==> config.mk <==
export PLATFORM = sky130hd
export DESIGN_NAME = fu_wb_arbiter_flat
export DESIGN_NICKNAME = d
export VERILOG_FILES = /design/src/rtl/fu_wb_arbiter_if.sv /design/src/rtl/fu_wb_arbiter.sv /design/src/flat_wrapper.sv
export SDC_FILE = /design/constraint.sdc
export NUM_CORES = 1
export LEC_CHECK = 0
export CAP_MARGIN = 30
export CORE_ASPECT_RATIO = 0.5
export CORE_UTILIZATION = 45
export DETAILED_ROUTE_END_ITERATION = 12
export PLACE_DENSITY = 0.66
export SETUP_SLACK_MARGIN = 0.15
export SYNTH_ARGS = -nofsm -noshare
export SYNTH_HDL_FRONTEND = slang
export SYNTH_SLANG_ARGS = --single-unit
export TNS_END_PERCENT = 10
==> constraint.sdc <==
create_clock -name clk -period 7.05 [get_ports clk]
set_clock_uncertainty 0.2 [all_clocks]
set_input_delay 2.115 -clock clk [delete_from_list [all_inputs] [get_ports clk]]
set_output_delay 2.115 -clock clk [all_outputs]
set_load 0.05 [all_outputs]
==> src/rtl/fu_wb_arbiter_if.sv <==
// Result type shared by the functional units and writeback, plus the bundle of FU-result and writeback handshakes.
// slave modport faces the arbiter; master modport faces the units and writeback consumer.
package fu_wb_pkg;
  typedef struct packed {
    logic [31:0] pc;
    logic [7:0]  id;
    logic [5:0]  prd;
    logic [31:0] rdval;
  } fu_output_t;
endpackage

interface fu_wb_arbiter_if #(
  parameter int NB_FU = 4
);
  import fu_wb_pkg::*;

  localparam int SRC_W = $clog2(NB_FU);

  logic [NB_FU-1:0] fu_valid_i;
  fu_output_t       fu_result_i [NB_FU];
  logic [NB_FU-1:0] fu_ready_o;
  logic             wb_valid_o;
  fu_output_t       wb_o;
  logic [SRC_W-1:0] wb_src_o;
  logic             wb_ready_i;

  modport master (
    output fu_valid_i, fu_result_i, wb_ready_i,
    input  fu_ready_o, wb_valid_o, wb_o, wb_src_o
  );

  modport slave (
    input  fu_valid_i, fu_result_i, wb_ready_i,
    output fu_ready_o, wb_valid_o, wb_o, wb_src_o
  );
endinterface

==> src/rtl/fu_wb_arbiter.sv <==
// Per-unit result FIFOs drained round-robin onto one registered writeback port; 2-cycle latency, 1 with FU_WB_BYPASS_EN.
// Backpressure: wb_ready_i low freezes wb_o/wb_src_o/wb_valid_o; fu_ready_o[i] drops only while FIFO i is full.
module fu_wb_fifo
  import fu_wb_pkg::*;
#(
  parameter int DEPTH = 4
) (
  input  logic                     clk,
  input  logic                     rstn,
  input  logic                     push,
  input  fu_output_t               push_dat,
  input  logic                     pop,
  output fu_output_t               head_dat,
  output logic [$clog2(DEPTH):0]   count
);
  localparam int PW = $clog2(DEPTH);
  localparam int CW = PW + 1;

  fu_output_t     mem [DEPTH];
  logic [PW-1:0]  wr_ptr;
  logic [PW-1:0]  rd_ptr;

  // Storage carries no reset; only pointers and count define what is valid.
  always_ff @(posedge clk) begin
    if (push) begin
      mem[wr_ptr] <= push_dat;
    end
  end

  always_ff @(posedge clk or negedge rstn) begin
    if (!rstn) begin
      wr_ptr <= '0;
      rd_ptr <= '0;
      count  <= '0;
    end else begin
      if (push) begin
        wr_ptr <= wr_ptr + PW'(1);
      end
      if (pop) begin
        rd_ptr <= rd_ptr + PW'(1);
      end
      case ({push, pop})
        2'b10:   count <= count + CW'(1);
        2'b01:   count <= count - CW'(1);
        default: count <= count;
      endcase
    end
  end

  assign head_dat = mem[rd_ptr];
endmodule

module fu_wb_arbiter
  import fu_wb_pkg::*;
#(
  parameter int NB_FU = 4,
  parameter int DEPTH = 4
) (
  input  logic             clk,
  input  logic             rstn,
  fu_wb_arbiter_if.slave   bus
);
  localparam int SRC_W = $clog2(NB_FU);
  localparam int CW    = $clog2(DEPTH) + 1;

  logic [CW-1:0]    count [NB_FU];
  fu_output_t       head  [NB_FU];
  logic [NB_FU-1:0] nonempty;
  logic [NB_FU-1:0] ready;
  logic [NB_FU-1:0] cand;
  logic [NB_FU-1:0] push;
  logic [NB_FU-1:0] pop;
  logic [NB_FU-1:0] bypass_take;

  logic             wb_valid;
  fu_output_t       wb_dat;
  logic [SRC_W-1:0] wb_src;
  logic [SRC_W-1:0] rr_ptr;
  logic [SRC_W-1:0] rr_nxt;
  logic             free;
  logic             grant_vld;
  logic [SRC_W-1:0] grant_idx;
  fu_output_t       grant_dat;

  assign free = !wb_valid || bus.wb_ready_i;

  for (genvar g = 0; g < NB_FU; g++) begin : g_unit
    fu_wb_fifo #(.DEPTH(DEPTH)) u_fifo (
      .clk      (clk),
      .rstn     (rstn),
      .push     (push[g]),
      .push_dat (bus.fu_result_i[g]),
      .pop      (pop[g]),
      .head_dat (head[g]),
      .count    (count[g])
    );

    assign nonempty[g] = (count[g] != '0);
    // A full FIFO stays not-ready even when it pops this cycle.
    assign ready[g]    = (count[g] != CW'(DEPTH));
`ifdef FU_WB_BYPASS_EN
    assign cand[g]        = nonempty[g] | bus.fu_valid_i[g];
    assign bypass_take[g] = free & grant_vld & (grant_idx == SRC_W'(g)) & ~nonempty[g];
`else
    assign cand[g]        = nonempty[g];
    assign bypass_take[g] = 1'b0;
`endif
    assign push[g] = bus.fu_valid_i[g] & ready[g] & ~bypass_take[g];
    assign pop[g]  = free & grant_vld & (grant_idx == SRC_W'(g)) & nonempty[g];
  end

  // Walk from the lowest priority back to rr_ptr so the last hit is the winner.
  always_comb begin
    grant_vld = 1'b0;
    grant_idx = '0;
    for (int k = NB_FU - 1; k >= 0; k--) begin
      if (cand[(int'(rr_ptr) + k) % NB_FU]) begin
        grant_vld = 1'b1;
        grant_idx = SRC_W'((int'(rr_ptr) + k) % NB_FU);
      end
    end
  end

  always_comb begin
    grant_dat = nonempty[grant_idx] ? head[grant_idx] : bus.fu_result_i[grant_idx];
    rr_nxt    = (int'(grant_idx) == NB_FU - 1) ? '0 : grant_idx + SRC_W'(1);
  end

  always_ff @(posedge clk or negedge rstn) begin
    if (!rstn) begin
      wb_valid <= 1'b0;
      wb_dat   <= '0;
      wb_src   <= '0;
      rr_ptr   <= '0;
    end else if (free) begin
      wb_valid <= grant_vld;
      if (grant_vld) begin
        wb_dat <= grant_dat;
        wb_src <= grant_idx;
        rr_ptr <= rr_nxt;
      end
    end
  end

  assign bus.fu_ready_o = ready;
  assign bus.wb_valid_o = wb_valid;
  assign bus.wb_o       = wb_dat;
  assign bus.wb_src_o   = wb_src;
endmodule
==> src/flat_wrapper.sv <==
// flat-port wrapper written by rule: the top's interface ports become plain ports
module fu_wb_arbiter_flat import fu_wb_pkg::*;
#(
  parameter int NB_FU = 4,
  parameter int DEPTH = 4
)
  (clk, rstn, bus_fu_valid_i, bus_fu_result_i, bus_wb_ready_i, bus_fu_ready_o, bus_wb_valid_o, bus_wb_o, bus_wb_src_o);
  fu_wb_arbiter_if #(.NB_FU(NB_FU)) bus_i ();
  input  logic clk;
  input  logic rstn;
  input wire logic [$bits(bus_i.fu_valid_i)-1:0] bus_fu_valid_i;
  input wire logic [$bits(bus_i.fu_result_i)-1:0] bus_fu_result_i;
  input wire logic [$bits(bus_i.wb_ready_i)-1:0] bus_wb_ready_i;
  output wire logic [$bits(bus_i.fu_ready_o)-1:0] bus_fu_ready_o;
  output wire logic [$bits(bus_i.wb_valid_o)-1:0] bus_wb_valid_o;
  output wire logic [$bits(bus_i.wb_o)-1:0] bus_wb_o;
  output wire logic [$bits(bus_i.wb_src_o)-1:0] bus_wb_src_o;
  assign bus_i.fu_valid_i = bus_fu_valid_i;
  assign bus_i.fu_result_i = {>>{bus_fu_result_i}};
  assign bus_i.wb_ready_i = bus_wb_ready_i;
  assign bus_fu_ready_o = bus_i.fu_ready_o;
  assign bus_wb_valid_o = bus_i.wb_valid_o;
  assign bus_wb_o = bus_i.wb_o;
  assign bus_wb_src_o = bus_i.wb_src_o;
  fu_wb_arbiter #(.NB_FU(NB_FU), .DEPTH(DEPTH)) u_core (.clk(clk), .rstn(rstn), .bus(bus_i));
endmodule
Yosys cells after proc, flatten, opt, wreduce, memory -nomap -nowiden
Memory sizes are Yosys's and may differ from the RTL's.
Index checks and enable logic that the tools add are counted.
{ "word_totals": {"n_memories": 4, "latch_bits": 0, "mem_bits_rw": 1248, "register_bits": 111, "inputBits": 319, "elab_cells": 138, "rom_bits": 0} }
{ "mem_list": {"columns": ["memory", "depth", "word_bits", "read_ports", "rd_clocked_by_memory_dff", "wr", "line", "rtl"], "rows": [
  ["u_core.g_unit[0].u_fifo.mem", 4, 78, 1, 0, 1, "fu_wb_arbiter.sv:19", "fu_output_t mem [DEPTH];"],
  ["u_core.g_unit[1].u_fifo.mem", 4, 78, 1, 0, 1, "fu_wb_arbiter.sv:19", null],
  ["u_core.g_unit[2].u_fifo.mem", 4, 78, 1, 0, 1, "fu_wb_arbiter.sv:19", null],
  ["u_core.g_unit[3].u_fifo.mem", 4, 78, 1, 0, 1, "fu_wb_arbiter.sv:19", null]
]} }
{ "op_classes": {"eq_ne": 16, "n_reduce_logical": 15, "n_lt_le_gt_ge": 6, "n_shift": 0, "bitwise_logic": 17, "div": 0, "add_sub_neg": 20, "multipliers": 0, "n_mux": 41} }
{ "op_table": {"columns": ["operator", "n"], "rows": [
  ["$mux 78", 5],
  ["$bmux 78 s2", 2],
  ["$pmux 3 s2", 4],
  ["$add 2x1->2 const B", 10],
  ["$mux 1", 20],
  ["$and 1x1->1", 13],
  ["$add 3x1->3 const B", 4],
  ["$eq 2x1->1 const B", 6],
  ["$eq 2x2->1 const B", 6],
  ["$lt 3x4->1 const B", 3],
  ["$ne 3x3->1 const B", 4],
  ["$reduce_bool 3->1", 4],
  ["$sub 3x1->3 const B", 4],
  ["$bmux 1 s2", 5],
  ["$mux 2", 5],
  ["$reduce_bool 2->1", 4],
  ["$lt 2x3->1 const B", 2],
  ["$reduce_or 2->1", 3],
  ["$add 2x2->2 const B", 2],
  ["$and 1x1->1 const A", 3],
  ["$ge 3x3->1 const B", 1],
  ["$not 2->3", 1],
  ["$logic_not 2->1", 1],
  ["$reduce_and 2->1", 1],
  ["2 further kinds", 2]
]} }

Logic depth before layout (Yosys ltp)
Gate-level depths: netlist of the first run.
{ "logic_depth": {"depth_word": 15, "ltp_mapped": 15, "ltp_nobuf": 12} }

Modules after synthesis
Synthesis of the first run repeated with hierarchy kept, for this count alone.
{ "hier_totals": {"cells_unflattened": 2254, "hier_area_um2": 52112.5} }
{ "modules_own_cells": {"columns": ["module", "seq_area_each_um2", "n_inst", "area_per_inst_um2", "cells_per_inst"], "rows": [
  ["fu_wb_fifo", 9544.2, 4, 11728.7, 442],
  ["fu_wb_arbiter", 2077.0, 1, 5197.5, 486]
]} }

Least setup slack after synthesis of the first run
Ideal clock, no wire load.
{ "synth_timing": {"kind": "in2reg", "start": "input port bus_fu_valid_i[0]", "end": "memory u_core.g_unit[0].u_fifo.mem[0][0] (netlist name) (enable)", "path_slack_ps": 2431, "required_time_ps": 6405, "cell_stages": 1, "arrival_ps": 3974, "setup_time_ps": 445, "cell_sequence": "and3_1"} }
{ "synth_via": {"elab_chain_cells": 3} }
{ "synth_rtl": {"columns": ["element", "line", "rtl"], "rows": [
  ["start, declared", "flat_wrapper.sv:11", "input wire logic [$bits(bus_i.fu_valid_i)-1:0] bus_fu_valid_i;"],
  ["$and 1x1->1", "fu_wb_arbiter.sv:108", "assign push[g] = bus.fu_valid_i[g] & ready[g] & ~bypass_take[g];"],
  ["$mux 1", "fu_wb_arbiter.sv:25", "if (push) begin"],
  ["$mux 1 (implied by the code)", "fu_wb_arbiter.sv:26", "mem[wr_ptr] <= push_dat;"],
  ["end, declared", "fu_wb_arbiter.sv:19", null]
]} }
Every way passes these cells.

Worst setup path in the final report of the first run
{ "layout_timing": {"start": "register u_core.g_unit[0].u_fifo.count[0]", "end": "output port bus_fu_ready_o[0]"} }
{ "layout_via": {"elab_chain_cells": 1} }
{ "layout_rtl": {"columns": ["element", "line", "rtl"], "rows": [
  ["start, declared", "fu_wb_arbiter.sv:14", "output logic [$clog2(DEPTH):0] count"],
  ["start signal, assigned", "fu_wb_arbiter.sv:43", "2'b10: count <= count + CW'(1);"],
  ["start signal, assigned", "fu_wb_arbiter.sv:44", "2'b01: count <= count - CW'(1);"],
  ["start signal, assigned", "fu_wb_arbiter.sv:45", "default: count <= count;"],
  ["$ne 3x3->1", "fu_wb_arbiter.sv:100", "assign ready[g] = (count[g] != CW'(DEPTH));"],
  ["end, declared", "flat_wrapper.sv:14", "output wire logic [$bits(bus_i.fu_ready_o)-1:0] bus_fu_ready_o;"]
]} }
Every way passes these cells.

==> results of run 1 <==
## worst max-delay path, delay by kind of cell, from the launching register on
kind	cells	cell delay [ps]
buffers and inverters	1	930
DFF	1	420
and+or+nand+nor	2	430
## synthesized netlist by cell type, types with 2 or more instances
library cell  count  area (sq um)
xnor2_1          12         105.1
nand3_1           3         15.01
o31ai_1          80         600.6
buf_6            10         112.6
ha_1             21         262.8
xor2_1           12         105.1
nor2_1            8         30.03
or3_1             4         25.02
a211oi_1        156          1171
inv_1           181         679.4
mux4_2          312          7027
mux2i_1           2         20.02
buf_1            11         41.29
clkbuf_1        114         427.9
nand4_1           3         18.77
dfrtp_1         111          2778
nand2_1          89         334.1
nor3_1            2         10.01
fa_1              4         80.08
and2_1            4         25.02
buf_2            42         210.2
a31oi_1         157         982.2
and3_1           22         137.6
mux2_2            2         22.52
edfxtp_1       1248         37480
o21ai_0           7         35.03
## flip-flops by register name, indices dropped and copies added, names as in the netlist
signal and count:
u_core.g_unit.u_fifo.mem 1248, u_core.g_unit.u_fifo.wr_ptr 8, u_core.rr_ptr 2, u_core.bus.wb_src_o 2, u_core.bus.wb_o 78, u_core.g_unit.u_fifo.rd_ptr 8
u_core.g_unit.u_fifo.count 12, u_core.bus.wb_valid_o 1
## area by class of cell
class                           instances  area [sq um]
Fill cell                            8864         53220
Sequential cell                      1359         40280
Multi-Input combinational cell        908         11210
Timing Repair Buffer                  451          4552
Clock buffer                          152          3238
Tap cell                             1575          1971
Inverter                              182         683.2
Clock inverter                         74         641.9
Antenna cell                           16         40.04
## per-layer routing
metal | up-vias | GRT usage, % | part of all wire (%)
met5 | - | 0 | 0.071
met4 | 16 | 6.499 | 2.3
met3 | 176 | 5.185 | 8.8
met2 | 1071 | 32.61 | 47
met1 | 14177 | 32.42 | 42
li1 | 11585 | - | -
## worst paths after layout
| check | from | to | slack (ps) | cells past startpoint |
|---|---|---|---|---|
| min in group asynchronous | rstn | u_core.bus.wb_o[53]$_DFFE_PN0N_ | 1000 | 1 |
| min reg2reg | u_core.bus.wb_o[38]$_DFFE_PN0N_ | u_core.bus.wb_o[38]$_DFFE_PN0N_ | 280 | 2 |
| max reg2reg | u_core.g_unit[0].u_fifo.count[0]$_DFFE_PN0P_ | u_core.g_unit[3].u_fifo.count[2]$_DFFE_PN0P_ | 2630 | 11 |
| max in group asynchronous | rstn | u_core.bus.wb_o[0]$_DFFE_PN0N_ | 4500 | 3 |
| max | u_core.g_unit[0].u_fifo.count[0]$_DFFE_PN0P_ | bus_fu_ready_o[0] | 2230 | 3 |
| min | u_core.bus.wb_o[38]$_DFFE_PN0N_ | u_core.bus.wb_o[38]$_DFFE_PN0N_ | 280 | 2 |
## kinds of logic after synthesis
group / after synthesis / synth area share, %
buffers and inverters: 359 / 2.793
AND/OR/NAND/NOR: 138 / 1.173
flip-flops: 1359 / 76.23
XOR/XNOR: 24 / 0.3981
adder cells (fa/ha/maj): 25 / 0.6492
AO/OA/AOI/OAI: 405 / 5.371
multiplexers: 316 / 13.39
## power breakdown
group / leakage [uW] / internal, uW / switching [uW]
Sequential: 0.0128 / 10700 / 826
Combinational: 0.00602 / 3680 / 6660
Clock: 0.00190 / 3670 / 2850
Total: 0.0207 / 18100 / 10300
## cell usage in the layout, fill, tap and decap left out, types with 21 or more instances in the layout
master              n
edfxtp_1         1248
clkdlybuf4s50_1   402
mux4_2            312
inv_1             181
a31oi_1           157
a211oi_1          156
clkbuf_16         124
dfrtp_1           103
nand2_1            89
o31ai_1            80
buf_4              41
clkinv_1           39
clkbuf_1           25
ha_1               21
## per-stage QoR
step	hold slack (ps)	utilization (%)	power (uW)	setup slack [ps]
finish	275.3	54.06	28420	2234
CTS	278.9	53.93	28440	2226
floorplan	255.5	-	18100	2431
global route	292.4	54.05	29510	2171
global placement	259.9	50.48	21840	2218
detailed placement	264.8	50.58	21980	2169
==> run summary, run 1 <==
num rows: 88
overall routing resource usage: 21.97%
Root Buffer: clkbuf_16
Yosys warnings: 0
total negative slack: 0 ps
clk buf depth: 3
Worst Hold Class: flip-flop to flip-flop
first-pass GRT wire length: 186,700 microns
WL final: 131,600 microns
Final ANT Viol Nets: 0
power per cell area: 453.8 nW/um^2
die area: 118,800 sq um
vias: 27.03k
Die Wd: 486.5 microns
Worst EP arrival: 2500 ps
PortBufs: 403
Post-synth EDFFs: 1,248
Post-DP Area: 58,580 sq um
non-filler cells, final: 4,717
Starting Density: 45.59%
CTS tree: yes
top_reg_cell synth: edfxtp_1
Lkg Pwr: 0.02067 uW
TritonRoute pass-1 iters: 8
GRT overflow: 0
core area: 115,800 sq um
Setup crit end kind: output pin
Crit Path Max Fanout: 6
layout cells sized above 1: 17.82%
DR iter-0 viols: 3,057
Slew Limit Fails: 0
actual slew at the worst max-slew pin: 1079 ps
Seq/Total Area, Yosys: 76.23%
achievable frequency: 207.7 MHz
Final Setup Violations: 0
Worst-Skew Late Latency: 710 ps
CP startpoint kind: flip-flop
largest net degree at the start of global routing: 109
cells after synthesis: 2,626
DRC: 0
Post CTS Setup Buffer Count: 0
area delta synth->final: 18.57%
PostCTS Resize Cnt: 0
number of distinct library cells after synthesis: 35
Async SR Flop Fraction: 8.168%
RSZ-0062 raised after global routing: no
CTS Hold Bufs: 0
Ports: 404
VDD IR max: 0.0003372 V
average size of a mapped cell: 20.11 sq um
Net Count, Synth: 2,970
Inserted Clock Buffers: 119
hpwl dp: 85,520 microns
routability cong.: 0.8478
run status: finished, final reports clean
Critical Path Max Stage Delay: 930 ps
via/cell ratio: 5.729
Fin. Hold Viols: 0
drt wl/cell: 27.90 microns
Slowest-stage cell, CP: clkdlybuf4s50_1
Final Cycle Share: 68.31%
initial antenna violation count: 32
Die Ht: 244.2 microns
dpl cells: 4,471
clock-pin slew on the worst setup and hold paths: 70 ps
Net count, final: 3,365
vias in the first global route: 26.62k
synthesized flop and latch total: 1,359
CP Cell Sequence: nor2_1, nand2_1, clkdlybuf4s50_1
clk sink count: 1,359
Crit Path Class: flip-flop to output pin
Synth Cell Area: 52,810 sq um
htree depth: 3
CP required: 4740 ps
Worst slew margin: 28.09%
Final Instance Area: 62,620 sq um
Tmin final: 4816 ps
MaxCap Viol Count: 0
(Power assumes the default switching activity.)
==> run 2, diff against run 1 <==
Clock period 7.05 ns to 5 ns, I/O delays scaled along.
==> run 2 against run 1 <==
Net effect:
- worst hold slack barely moved
- flip-flop and latch count did not move
- clock power rose by 45%
- non-clock buffer count rose by 5
- sequential power rose by 42%
- core utilization rose by 0.28 points
- global-route usage rose by 0.17 points
- sequential share of layout area fell by 0.33 points
- final cell count barely moved
- first-iteration DRC count rose by 1.3%
- routed wire length rose by 0.64%
==> run summary, run 2 (synthesis results as in run 1) <==
run status: finished, final reports clean
Pwr Total: 40,560 uW (+43%)
reg-to-reg endpoint: u_core.g_unit[3].u_fifo.count[2]$_DFFE_PN0P_
initial antenna violation count: 29 (-9.4%)
first-pass GRT wire length: 189,400 microns (+1.4%)
CP startpoint kind: flip-flop
Final Instance Area: 62,940 sq um (+0.52%)
Tmin final: 4154 ps
Final Cycle Share: 83.08%
overall routing resource usage: 22.14% (+0.17 points)
Fin. Hold Viols: 0 (unchanged)
clock-pin slew on the worst setup and hold paths: 70 ps (about the same)
WL final: 132,400 microns (+0.64%)
TritonRoute pass-1 iters: 6 (-2)
Post-DP Area: 58,910 sq um (+0.56%)
core area: 115,800 sq um (unchanged)
Worst Hold Class: flip-flop to flip-flop
CTS Hold Bufs: 0 (unchanged)
top sig layer: met5
Lkg Pwr: 0.02080 uW (+0.63%)
PortBufs: 403 (unchanged)
Hold Path End: u_core.bus.wb_o[36]$_DFFE_PN0N_
Reg-to-Reg Start: u_core.g_unit[2].u_fifo.count[2]$_DFFE_PN0P_
power per cell area: 644.4 nW/um^2 (+42%)
CTS tree: yes
max FFs per register: 1,248 (unchanged)
Die Ht: 244.2 microns (unchanged)
DRC: 0 (unchanged)
Crit Path Class: flip-flop to output pin
Net count, final: 3,372 (+0.21%)
routability cong.: 0.8692 (+2.5%)
actual slew at the worst max-slew pin: 1019 ps (-60.04 ps)
hpwl dp: 87,200 microns (+2.0%)
vias in the first global route: 26.87k (+0.94%)
Biggest register: u_core.g_unit.u_fifo.mem
Starting Density: 45.59% (unchanged)
drt wl/cell: 28.09 microns (+0.71%)
Crit Path Max Fanout: 6 (unchanged)
Final ANT Viol Nets: 0 (unchanged)
largest net degree at the start of global routing: 108 (-0.92%)
Metal-1 WL: 56,700 microns (+2.1%)
Sequential Area: 40,280 sq um (unchanged)
clk sink count: 1,359 (unchanged)
GRT overflow: 0 (unchanged)
MaxCap Viol Count: 0 (unchanged)
vias: 27.27k (+0.92%)
R2R depth: 11 (unchanged)
clk buf depth: 3 (unchanged)
CP required: 3300 ps (-1440 ps)
area of the multi-input gates: 11,210 sq um (unchanged)
commonest non-fill, non-tap cell in the layout: edfxtp_1
hold_ws: 275.5 ps (+0.1500 ps)
register-to-register path setup slack: 1180 ps (-1450 ps)
Worst EP arrival: 2450 ps (-50 ps)
PostCTS Resize Cnt: 0 (unchanged)
via/cell ratio: 5.786 (+0.98%)
total negative slack: 0 ps (unchanged)
layout cells sized above 1: 18.56% (+0.74 points)
Setup crit end kind: output pin
achievable frequency: 240.7 MHz
pre-CTS setup slack: 709.1 ps (-1459 ps)
die area: 118,800 sq um (unchanged)
Ports: 404 (unchanged)
Final Setup Violations: 0 (unchanged)
Post CTS Setup Buffer Count: 0 (unchanged)
DR iter-0 viols: 3,096 (+1.3%)
Worst Min Path Start: u_core.bus.wb_o[36]$_DFFE_PN0N_
htree depth: 3 (unchanged)
Root Buffer: clkbuf_16
hold depth: 2 (unchanged)
RSZ-0062 raised after global routing: no
Worst-Skew Late Latency: 710 ps (about the same)
num rows: 88 (unchanged)
Die Wd: 486.5 microns (unchanged)
Final WS setup: 846.0 ps (-1388 ps)
commonest non-fill, non-tap cells in the layout: edfxtp_1 (1,248), clkdlybuf4s50_1 (402), mux4_2 (312)
Met3 Wirelength: 10,890 microns (-5.8%)
met2 WL: 62,050 microns (+1.0%)
area delta synth->final: 19.19%
Inserted Clock Buffers: 121 (+1.7%)
fill count: 8,871 (+0.079%)
Worst slew margin: 32.10% (+4.0 points)
VDD IR max: 0.0003956 V (+17%)
Slew Limit Fails: 0 (unchanged)
[run 2: through the flow]
stage / instances / util [%]
6_report: 4714 / 54.34
5_1_grt: 4713 / 54.33
4_1_cts: 4705 / 54.32
3_5_place_dp: 4480 / 50.86
3_3_place_gp: 4478 / 50.81
2_1_floorplan: 2626 / -
[run 2: power breakdown]
group / switching (uW) / internal, uW
clock network: 4070 / 5340
registers: 1380 / 15100
logic: 9250 / 5380
[run 2: layout make-up]
class	instances	area share, %
Antenna cell	9	0.03578
Clock buffer	170	5.461
Clock inverter	55	0.8986
Inverter	182	1.085
Multi-Input combinational cell	908	17.80
Sequential cell	1359	64.01
Tap cell	1575	3.131
Timing Repair Buffer	456	7.578
[run 2: worst max path at each step]
stage	startpoint	to	slack [ps]	cells past startpoint
floorplan	bus_fu_valid_i[0]	u_core.g_unit[0].u_fifo.mem[0][0]$_DFFE_PP_	1000	1
global placement	bus_wb_ready_i	u_core.rr_ptr[1]$_DFFE_PN0N_	750	6
detailed placement	bus_wb_ready_i	u_core.rr_ptr[1]$_DFFE_PN0N_	710	6
CTS	u_core.g_unit[2].u_fifo.count[1]$_DFFE_PN0P_	bus_fu_ready_o[2]	820	3
global route	u_core.g_unit[2].u_fifo.count[0]$_DFFE_PN0P_	bus_fu_ready_o[2]	770	3
finish	u_core.g_unit[2].u_fifo.count[1]$_DFFE_PN0P_	bus_fu_ready_o[2]	850	3
[run 2: metal layers]
metal / track usage [%] / up-vias
met4: 5.313 / 20
met2: 33.42 / 1094
met1: 33.12 / 14367
met5: 0 / -
li1: - / 11611
met3: 4.595 / 181
[run 2: critical path, cell delays in order, from the launching register on]
cell and delay [ps]:
dfrtp_1 380, inv_1 100, nand3_1 320, clkdlybuf4s50_1 940
==> run 3, diff against run 2 <==
Clock period 5 ns to 4 ns, I/O delays scaled along.
==> run 3 against run 2 <==
Net effect:
- global-route usage increased by 0.13 points
- sequential power increased by 22%
- worst hold slack about the same
- non-clock buffer count increased by 32
- largest cell class unchanged
- clock power increased by 22%
- die area unchanged
- core utilization increased by 0.33 points
- highest routed layer unchanged
- cell area increased by 0.60%
- routed wire length increased by 0.31%
- critical path depth unchanged
- flip-flop and latch count unchanged
==> run summary, run 3 (synthesis results as in run 1) <==
run status: finished, final reports clean
commonest non-fill, non-tap cell in the layout: edfxtp_1
dpl cells: 4,512 (+0.71%)
register-to-register path setup slack: 580 ps (-600 ps)
PortBufs: 403 (unchanged)
non-filler cells, final: 4,760 (+0.98%)
P_sw: 18,400 uW (+25%)
Die Wd: 486.5 microns (unchanged)
Final ANT Viol Nets: 0 (unchanged)
clock-pin slew on the worst setup and hold paths: 60 ps (about the same)
Fin. Hold Viols: 0 (unchanged)
die area: 118,800 sq um (unchanged)
WL final: 132,800 microns (+0.31%)
Critical Path Max Stage Delay: 910 ps (-30 ps)
Buf+Inv Stages, Crit Path: 2 (unchanged)
clk sink count: 1,359 (unchanged)
area delta synth->final: 19.90%
Post CTS Setup Buffer Count: 0 (unchanged)
vias: 27.24k (-0.12%)
total negative slack: 0 ps (unchanged)
sw frac: 36.21% (-0.056 points)
DRC: 0 (unchanged)
Reg-to-Reg Start: u_core.g_unit[2].u_fifo.count[2]$_DFFE_PN0P_
Crit. path cell count: 3 (unchanged)
commonest non-fill, non-tap cells in the layout: edfxtp_1 (1,248), clkdlybuf4s50_1 (400), mux4_2 (312)
MaxCap Viol Count: 0 (unchanged)
Starting Density: 45.59% (unchanged)
Comb pwr share: 37.5% (+1.4 points)
Setup crit end kind: output pin
CP required: 2600 ps (-700 ps)
Worst Hold Class: flip-flop to flip-flop
GRT overflow: 0 (unchanged)
fill count: 8,836 (-0.39%)
vias in the first global route: 27.14k (+1.0%)
Final Setup Violations: 0 (unchanged)
hold depth: 2 (unchanged)
max FFs per register: 1,248 (unchanged)
internal power: 32,420 uW (+25%)
Worst-Skew Late Latency: 720 ps (about the same)
CTS Hold Bufs: 0 (unchanged)
Root Buffer: clkbuf_16
Worst EP arrival: 2350 ps (-100 ps)
Ports: 404 (unchanged)
Inserted Clock Buffers: 120 (-0.83%)
RSZ-0062 raised after global routing: no
routability cong.: 0.8453 (-2.7%)
clock network fraction of design power: 22.6% (-0.6 points)
CP startpoint kind: flip-flop
Tmin final: 3750 ps
Biggest register: u_core.g_unit.u_fifo.mem
num rows: 88 (unchanged)
drt wl/cell: 27.91 microns (-0.66%)
Lkg Pwr: 0.02100 uW (+0.94%)
achievable frequency: 266.6 MHz
power per cell area: 802.6 nW/um^2 (+25%)
clk buf depth: 3 (unchanged)
Final Cycle Share: 93.76%
Crit Path Max Fanout: 6 (unchanged)
Die Ht: 244.2 microns (unchanged)
VDD IR max: 0.001197 V (+200%)
htree depth: 3 (unchanged)
Hold Path End: u_core.bus.wb_o[35]$_DFFE_PN0N_
largest net degree at the start of global routing: 163 (+51%)
Worst path top cell family by delay: buffers and inverters
Slowest-stage cell, CP: clkdlybuf4s50_1
DR iter-0 viols: 2,935 (-5.2%)
R2R depth: 6 (-5)
Slew Limit Fails: 0 (unchanged)
reg-to-reg endpoint: u_core.bus.wb_o[19]$_DFFE_PN0N_
Crit Path Class: flip-flop to output pin
CTS tree: yes
first-pass GRT wire length: 189,800 microns (+0.20%)
Worst slew margin: 28.47% (-3.6 points)
core area: 115,800 sq um (unchanged)
initial antenna violation count: 33 (+14%)
Flop pwr share: 39.8% (-0.9 points)
layout cells sized above 1: 19.01% (+0.45 points)
overall routing resource usage: 22.27% (+0.13 points)
actual slew at the worst max-slew pin: 1073 ps (+54.34 ps)
via/cell ratio: 5.722 (-1.1%)
Worst Min Path Start: u_core.bus.wb_o[35]$_DFFE_PN0N_
CP Cell Sequence: inv_1, nand3_1, clkdlybuf4s50_1
hpwl dp: 87,290 microns (+0.10%)
TritonRoute pass-1 iters: 7 (+1)
Net count, final: 3,403 (+0.92%)
run 3: area by class of cell:
| class | instances | area, sq um | area share, % |
|---|---|---|---|
| antenna | 19 | 47.55 | 0.07509 |
| multi-input combinational | 908 | 11210 | 17.70 |
| clock buffer | 173 | 3408 | 5.383 |
| inverter | 182 | 683.2 | 1.079 |
| sequential | 1359 | 40280 | 63.62 |
| clock inverter | 56 | 489.2 | 0.7727 |
| tap | 1575 | 1971 | 3.112 |
| timing repair buffer | 488 | 5229 | 8.258 |
run 3: power groups by stage:
stage	Sequential, uW	Clock, uW	Combinational, uW
2_1_floorplan	21400	0	10500
3_3_place_gp	20400	0	18800
3_5_place_dp	20600	0	18900
4_1_cts	20300	11700	19000
5_1_grt	20500	12200	20100
6_report	20200	11500	19100
run 3: worst max-delay path by stage:
stage | to | slack (ps) | startpoint
2_1_floorplan | u_core.g_unit[0].u_fifo.mem[0][0]$_DFFE_PP_ | 300 | bus_fu_valid_i[0]
3_3_place_gp | u_core.g_unit[0].u_fifo.count[2]$_DFFE_PN0P_ | 160 | bus_wb_ready_i
3_5_place_dp | u_core.g_unit[0].u_fifo.count[2]$_DFFE_PN0P_ | 140 | bus_wb_ready_i
4_1_cts | bus_fu_ready_o[0] | 130 | u_core.g_unit[0].u_fifo.count[0]$_DFFE_PN0P_
5_1_grt | bus_fu_ready_o[1] | 180 | u_core.g_unit[1].u_fifo.count[0]$_DFFE_PN0P_
6_report | bus_fu_ready_o[1] | 250 | u_core.g_unit[1].u_fifo.count[0]$_DFFE_PN0P_
run 3: layer usage:
metal / part of all wire (%) / up-vias / routed length (microns) / global-route usage [%]
met5: 0.11 / - / 140 / 0
met2: 46 / 1060 / 61390 / 33.17
li1: - / 11670 / - / -
met4: 2.8 / 24 / 3767 / 7.031
met3: 8.4 / 207 / 11180 / 5.547
met1: 42 / 14278 / 56370 / 32.38
run 3: tightest hold or removal path, stage by stage (launching register included):
cell	delay [ps]
dfrtp_1	340
nand2_1	50
o31ai_1	50
run 3: stage by stage:
stage	hold slack, ps	utilization (%)	worst slack (ps)	power [uW]	cell area, sq um
after floorplan	255.5	-	295.6	31890	52810
after global placement	260.9	51.23	158.6	39190	59340
after detailed placement	264.9	51.26	138.9	39510	59370
after CTS	279.5	54.62	132.2	50940	63270
after global routing	295.2	54.66	179.8	52750	63310
final	275.2	54.66	249.7	50820	63320
run 3: timing repair:
action / CTS / global route
resized for setup: 1 / 1
endpoints found under the setup margin: 2 / 1
pin swaps: 0 / 0
